### src/rtl/cache2v_seq_ctrl.sv
// Sequencing controller for a 2-way set-associative write-back cache, one word per line.
// Latency from acceptance: hit 2, clean load miss 4, dirty load miss 5, clean store miss 3, dirty store miss 4.
// Backpressure: req_ready is high only in IDLE; req_valid is ignored while a request is in flight.
module cache2v_seq_ctrl #(
    parameter int TAG_W  = 3,
    parameter int IDX_W  = 2,
    parameter int DATA_W = 8
) (
    input  logic                    clock,
    input  logic                    reset,
    input  logic                    req_valid,
    output logic                    req_ready,
    input  logic                    req_write,
    input  logic [TAG_W-1:0]        req_tag,
    input  logic [IDX_W-1:0]        req_index,
    input  logic [DATA_W-1:0]       req_data,
    output logic                    resp_valid,
    output logic                    resp_hit,
    output logic [DATA_W-1:0]       resp_data,
    output logic [IDX_W:0]          cache_addr,
    output logic                    cache_wren,
    output logic [DATA_W-1:0]       cache_wdata,
    input  logic [DATA_W-1:0]       cache_rdata,
    output logic [TAG_W+IDX_W-1:0]  ram_address,
    output logic                    ram_wren,
    output logic [DATA_W-1:0]       ram_data,
    input  logic [DATA_W-1:0]       ram_q,
    output logic                    writeback,
    output logic                    hit
);

    localparam int SETS = 1 << IDX_W;

    typedef enum logic [2:0] {
        S_IDLE, S_LOOKUP, S_WB, S_FILL, S_FILL_WAIT, S_ALLOC, S_RESP
    } state_t;

    state_t state_q, state_d;

    logic                wr_q;
    logic [TAG_W-1:0]    tag_q;
    logic [IDX_W-1:0]    idx_q;
    logic [DATA_W-1:0]   wdat_q;
    logic                victim_q, victim_d;
    logic                hit_q, hit_d;
    logic [DATA_W-1:0]   rdat_q, rdat_d;

    logic [SETS-1:0]     valid0_q, valid1_q, dirty0_q, dirty1_q, lru_q;
    logic [TAG_W-1:0]    tag0_q [SETS];
    logic [TAG_W-1:0]    tag1_q [SETS];

    logic                v0, v1, hit0, hit1, any_hit, hit_way;
    logic                miss_victim, miss_dirty;
    logic [TAG_W-1:0]    victim_tag;

    logic                line_we, line_dirty;
    logic                dirty_we, dirty_way, dirty_val;
    logic                lru_we, lru_val;

    assign v0         = valid0_q[idx_q];
    assign v1         = valid1_q[idx_q];
    assign hit0       = v0 && (tag0_q[idx_q] == tag_q);
    assign hit1       = v1 && (tag1_q[idx_q] == tag_q);
    assign any_hit    = hit0 || hit1;
    assign hit_way    = !hit0;
    // Prefer an empty way before evicting the least-recently-used one.
    assign miss_victim = !v0 ? 1'b0 : (!v1 ? 1'b1 : lru_q[idx_q]);
    assign miss_dirty  = miss_victim ? (v1 && dirty1_q[idx_q]) : (v0 && dirty0_q[idx_q]);
    assign victim_tag  = victim_q ? tag1_q[idx_q] : tag0_q[idx_q];
    assign resp_data   = rdat_q;

    always_comb begin
        state_d     = state_q;
        victim_d    = victim_q;
        hit_d       = hit_q;
        rdat_d      = rdat_q;
        req_ready   = 1'b0;
        resp_valid  = 1'b0;
        resp_hit    = 1'b0;
        cache_addr  = '0;
        cache_wren  = 1'b0;
        cache_wdata = '0;
        ram_address = '0;
        ram_wren    = 1'b0;
        ram_data    = '0;
        writeback   = 1'b0;
        hit         = 1'b0;
        line_we     = 1'b0;
        line_dirty  = 1'b0;
        dirty_we    = 1'b0;
        dirty_way   = 1'b0;
        dirty_val   = 1'b0;
        lru_we      = 1'b0;
        lru_val     = 1'b0;

        case (state_q)
            S_IDLE: begin
                req_ready = 1'b1;
                if (req_valid) state_d = S_LOOKUP;
            end
            S_LOOKUP: begin
                hit   = any_hit;
                hit_d = any_hit;
                if (any_hit) begin
                    cache_addr = {hit_way, idx_q};
                    lru_we     = 1'b1;
                    lru_val    = !hit_way;
                    if (wr_q) begin
                        cache_wren  = 1'b1;
                        cache_wdata = wdat_q;
                        dirty_we    = 1'b1;
                        dirty_way   = hit_way;
                        dirty_val   = 1'b1;
                        rdat_d      = wdat_q;
                    end else begin
                        rdat_d = cache_rdata;
                    end
                    state_d = S_RESP;
                end else begin
                    victim_d = miss_victim;
                    if (miss_dirty)  state_d = S_WB;
                    else if (wr_q)   state_d = S_ALLOC;
                    else             state_d = S_FILL;
                end
            end
            S_WB: begin
                cache_addr  = {victim_q, idx_q};
                ram_address = {victim_tag, idx_q};
                ram_data    = cache_rdata;
                ram_wren    = 1'b1;
                writeback   = 1'b1;
                dirty_we    = 1'b1;
                dirty_way   = victim_q;
                dirty_val   = 1'b0;
                state_d     = wr_q ? S_ALLOC : S_FILL;
            end
            S_FILL: begin
                ram_address = {tag_q, idx_q};
                state_d     = S_FILL_WAIT;
            end
            S_FILL_WAIT: begin
                cache_addr  = {victim_q, idx_q};
                cache_wren  = 1'b1;
                cache_wdata = ram_q;
                rdat_d      = ram_q;
                line_we     = 1'b1;
                line_dirty  = 1'b0;
                lru_we      = 1'b1;
                lru_val     = !victim_q;
                state_d     = S_RESP;
            end
            S_ALLOC: begin
                cache_addr  = {victim_q, idx_q};
                cache_wren  = 1'b1;
                cache_wdata = wdat_q;
                rdat_d      = wdat_q;
                line_we     = 1'b1;
                line_dirty  = 1'b1;
                lru_we      = 1'b1;
                lru_val     = !victim_q;
                state_d     = S_RESP;
            end
            S_RESP: begin
                resp_valid = 1'b1;
                resp_hit   = hit_q;
                state_d    = S_IDLE;
            end
            default: state_d = S_IDLE;
        endcase

        // An aborted request must not leave a stray write on either array.
        if (reset) begin
            req_ready  = 1'b0;
            resp_valid = 1'b0;
            resp_hit   = 1'b0;
            cache_wren = 1'b0;
            ram_wren   = 1'b0;
            writeback  = 1'b0;
            hit        = 1'b0;
        end
    end

    always_ff @(posedge clock) begin
        if (reset) begin
            state_q  <= S_IDLE;
            wr_q     <= 1'b0;
            tag_q    <= '0;
            idx_q    <= '0;
            wdat_q   <= '0;
            victim_q <= 1'b0;
            hit_q    <= 1'b0;
            rdat_q   <= '0;
            valid0_q <= '0;
            valid1_q <= '0;
            dirty0_q <= '0;
            dirty1_q <= '0;
            lru_q    <= '0;
            for (int s = 0; s < SETS; s++) begin
                tag0_q[s] <= '0;
                tag1_q[s] <= '0;
            end
        end else begin
            state_q  <= state_d;
            victim_q <= victim_d;
            hit_q    <= hit_d;
            rdat_q   <= rdat_d;
            if (req_valid && req_ready) begin
                wr_q   <= req_write;
                tag_q  <= req_tag;
                idx_q  <= req_index;
                wdat_q <= req_data;
            end
            if (dirty_we) begin
                if (dirty_way) dirty1_q[idx_q] <= dirty_val;
                else           dirty0_q[idx_q] <= dirty_val;
            end
            if (line_we) begin
                if (victim_q) begin
                    valid1_q[idx_q] <= 1'b1;
                    tag1_q[idx_q]   <= tag_q;
                    dirty1_q[idx_q] <= line_dirty;
                end else begin
                    valid0_q[idx_q] <= 1'b1;
                    tag0_q[idx_q]   <= tag_q;
                    dirty0_q[idx_q] <= line_dirty;
                end
            end
            if (lru_we) lru_q[idx_q] <= lru_val;
        end
    end

endmodule

### config.mk
export PLATFORM = sky130hd
export DESIGN_NAME = cache2v_seq_ctrl
export DESIGN_NICKNAME = d
export VERILOG_FILES = /design/src/rtl/cache2v_seq_ctrl.sv
export SDC_FILE = /design/constraint.sdc
export NUM_CORES = 1
export LEC_CHECK = 0
export ABC_AREA = 1
export CORE_ASPECT_RATIO = 0.9
export CORE_UTILIZATION = 48
export CTS_CLUSTER_SIZE = 30
export DETAILED_ROUTE_END_ITERATION = 10
export MAX_ROUTING_LAYER = met4
export PLACE_DENSITY = 0.77
export SYNTH_ARGS = -nofsm -noshare
export SYNTH_HDL_FRONTEND = slang
export SYNTH_SLANG_ARGS = --single-unit
### constraint.sdc
create_clock -name clock -period 1.66 [get_ports clock]
set_input_delay 0.249 -clock clock [delete_from_list [all_inputs] [get_ports clock]]
set_output_delay 0.249 -clock clock [all_outputs]
set_load 0.05 [all_outputs]
==> impl_metrics.env <==
export IMPL_crit_chain="buf_12, nand2_4, nand3_2, nand2_2, nand2_1, nand2_1, nor2_2, nand2_4, nand2_8, nand2_8, buf_12, o21bai_4, buf_12"
export IMPL_cts_sinks=73
export IMPL_ys_seq_area_share_pct=42.3
export IMPL_power_leakage_nw=2.95
export IMPL_cts_tree="done"
export IMPL_wl_mm=17.0
export IMPL_clockRootBuffer="clkbuf_8"
export IMPL_post_route_period_util_pct=149
export IMPL_die_h_um=88.8
export IMPL_yosys_warnings=0
export IMPL_syn_area_um2=4020
export IMPL_drive_gt1_share_pct=46.0
export IMPL_grt_pass1_vias=4578
export IMPL_crit_fanout=7
export IMPL_synth_seq_cells=73
export IMPL_clk_latency_ps=370
export IMPL_utilization_pct=88.2
export IMPL_async_reset_ff_share_pct=0
export IMPL_grt_max_degree=21
export IMPL_max_cap_violations=0
export IMPL_grt_ovfl_total=0
export IMPL_final_setup_viol_count=61
export IMPL_yosysTopAreaCell="dfxtp_1"
export IMPL_crit_family="simple AND/OR/NAND/NOR gates"
export IMPL_max_freq_mhz=405
export IMPL_grt_use_total_pct=37.9
export IMPL_layout_commonest_cell="buf_4"
export IMPL_finalHoldViolations=0
export IMPL_timing_final_ws_setup_ps=-811
export IMPL_slowest_stage="dfxtp_4"
export IMPL_place_hpwl_mm=10.7
export IMPL_crit_arrival_ps=2220
export IMPL_gp_congestion=0.932
export IMPL_vias=5043
export IMPL_layout_nets=780
export IMPL_pre_cts_ws_ps=-407
export IMPL_slew_headroom_pct=56.8
export IMPL_start_util_pct=49.8
export IMPL_status="finished, violations left"
export IMPL_htreeDepth=3
export IMPL_ys_top_cells_by_area="dfxtp_1 (24%), edfxtp_1 (18%), nand2_1 (13%), nor2_1 (6.1%), o21ai_0 (6.0%)"
export IMPL_cts_buffers=9
export IMPL_synth_avg_cell_area_um2=7.26
export IMPL_cts_buffer_depth=2
export IMPL_drt_initial_drc_count=547
export IMPL_cts_reportedPaths_clkPinSlew_ps=90
export IMPL_final_antenna_net_count=0
export IMPL_drc=1
export IMPL_report_final_slew_viol_count=0
export IMPL_synthToLayoutAreaGrowth_pct=76.9
export IMPL_via_per_inst=5.93
export IMPL_synthFlopType="dfxtp_1"
export IMPL_ir_drop_v=0.000852
export IMPL_antenna_found_initial=0
export IMPL_synth_cell_types=34
export IMPL_violations="design-rule violations, negative setup slack"
export IMPL_numPortBuffers=71
export IMPL_clock_skew_ps=11.1
export IMPL_synth_edff_count=24
export IMPL_first_pass_iters=11
export IMPL_cp_slowest_stage_delay_ps=430
export IMPL_io_pins=72
export IMPL_crit_top_cell="buf_12"
export IMPL_critPathKind="reg -> out"
export IMPL_fp_row_count=31
export IMPL_grt_pass1_wl_mm=24.0
export IMPL_ctsHoldBuffers=0
export IMPL_final_cell_mix="buf_4 (109), nand2_1 (100), inv_1 (51), dfxtp_1 (42), nand2_2 (38)"
export IMPL_worstPathRequired_ps=1410
export IMPL_wl_per_cell_um=20.0
export IMPL_rsz0062_at_grt="yes"
export IMPL_tightest_slew_ps=642
export IMPL_syn_inst=554
export IMPL_period_needed_ps=2470
export IMPL_powerDensity_nw_per_um2=1200
export IMPL_endpoint_kind="output port"
export IMPL_die_x_um=98.5
export IMPL_fp_coreArea_um2=8070
export IMPL_path_buf_inv=3
export IMPL_die_area_um2=8750
export IMPL_diodes=0
export IMPL_worstSetupStartpointType="register"
export IMPL_synth_fp_nets=587
export IMPL_min_path_type="in -> reg"
export IMPL_netlist_area_leader_share_pct=24.4
power breakdown:
group	internal [W]	leakage [nW]	switching [W]
Combinational	0.00197	2.21	0.00276
Sequential	0.00210	0.651	0.000229
Clock	0.000589	0.0970	0.000851
worst min-delay path, cell delays in order:
cell and delay (ps):
clkdlybuf4s50_1 400, nand2_1 60, o31ai_1 50
sequential cells by signal (all words and copies together), names as in the netlist, named ones only:
signal and count:
state_q 3, wr_q 1, wdat_q 8, dirty1_q 4, valid0_q 4, idx_q 2, tag0_q 12, valid1_q 4
tag1_q 12, resp_data 8, dirty0_q 4, victim_q 1, lru_q 4, tag_q 3, hit_q 1
kinds of logic after synthesis:
family | count (synthesis) | share of synthesized area, %
and+or+nand+nor | 285 | 32.6
AOI/OAI and AO/OA | 113 | 16.5
DFF | 73 | 42.3
buffers and inverters | 83 | 8.62
metal layers:
layer / wire, µm / track usage [%] / share of wire, %
met1: 6860 / 49.5 / 40
met2: 7900 / 59.0 / 46
met3: 1600 / 6.79 / 9.4
met4: 682 / 14.4 / 4.0
met5: 0 / - / 0
timing repair:
item / in CTS / in global routing
cloned: 0 / 2
setup buffers: 22 / 13
pin swaps: 33 / 29
endpoints found under the setup margin: 61 / 95
resized for setup: 111 / 78
Yosys cell counts, types with 5 or more instances:
cell / n
o31ai_1: 11
edfxtp_1: 24
nand3_1: 40
nand4_1: 6
inv_1: 57
nor2_1: 65
clkbuf_1: 12
nor2_2: 5
nand2_1: 140
dfxtp_1: 49
nand3_2: 10
nand2_2: 6
o21bai_1: 8
a21oi_1: 29
o211ai_1: 5
o21ai_0: 48
layout make-up:
cell class / count / area [µm²]
Clock inverter: 7 / 72.6
Tap cell: 99 / 124
Sequential cell: 73 / 1720
Timing Repair Buffer: 202 / 2110
Clock buffer: 9 / 124
Inverter: 63 / 269
Multi-Input combinational cell: 398 / 2690
Fill cell: 379 / 956
metrics by stage:
step                power (W)  cell area, µm²  std cells  hold WS (ps)  TNS (ps)
floorplan             0.00434            4290        554           362     -4170
global placement      0.00578            5930        800           446    -10560
detailed placement    0.00584            5930        800           458    -11650
CTS                   0.00781            6710        838           429    -16760
global route          0.00879            7110        851           447    -30810
finish                0.00850            7110        851           435    -26090
path summary, 6_finish.rpt:
kind / depth (start not counted) / start / slack, ps / to
setup / recovery: 13 / register / -810 / cache_wdata[0]
hold / removal: 3 / req_data[3] / 430 / wdat_q[3]$_SDFFE_PP0P_
setup reg to reg: 16 / register / -630 / dirty1_q[3]$_SDFF_PP0_
hold reg to reg: 2 / valid1_q[1]$_SDFFE_PP0P_ / 480 / valid1_q[1]$_SDFFE_PP0P_
Note: power is estimated with default switching activity, not from simulation.
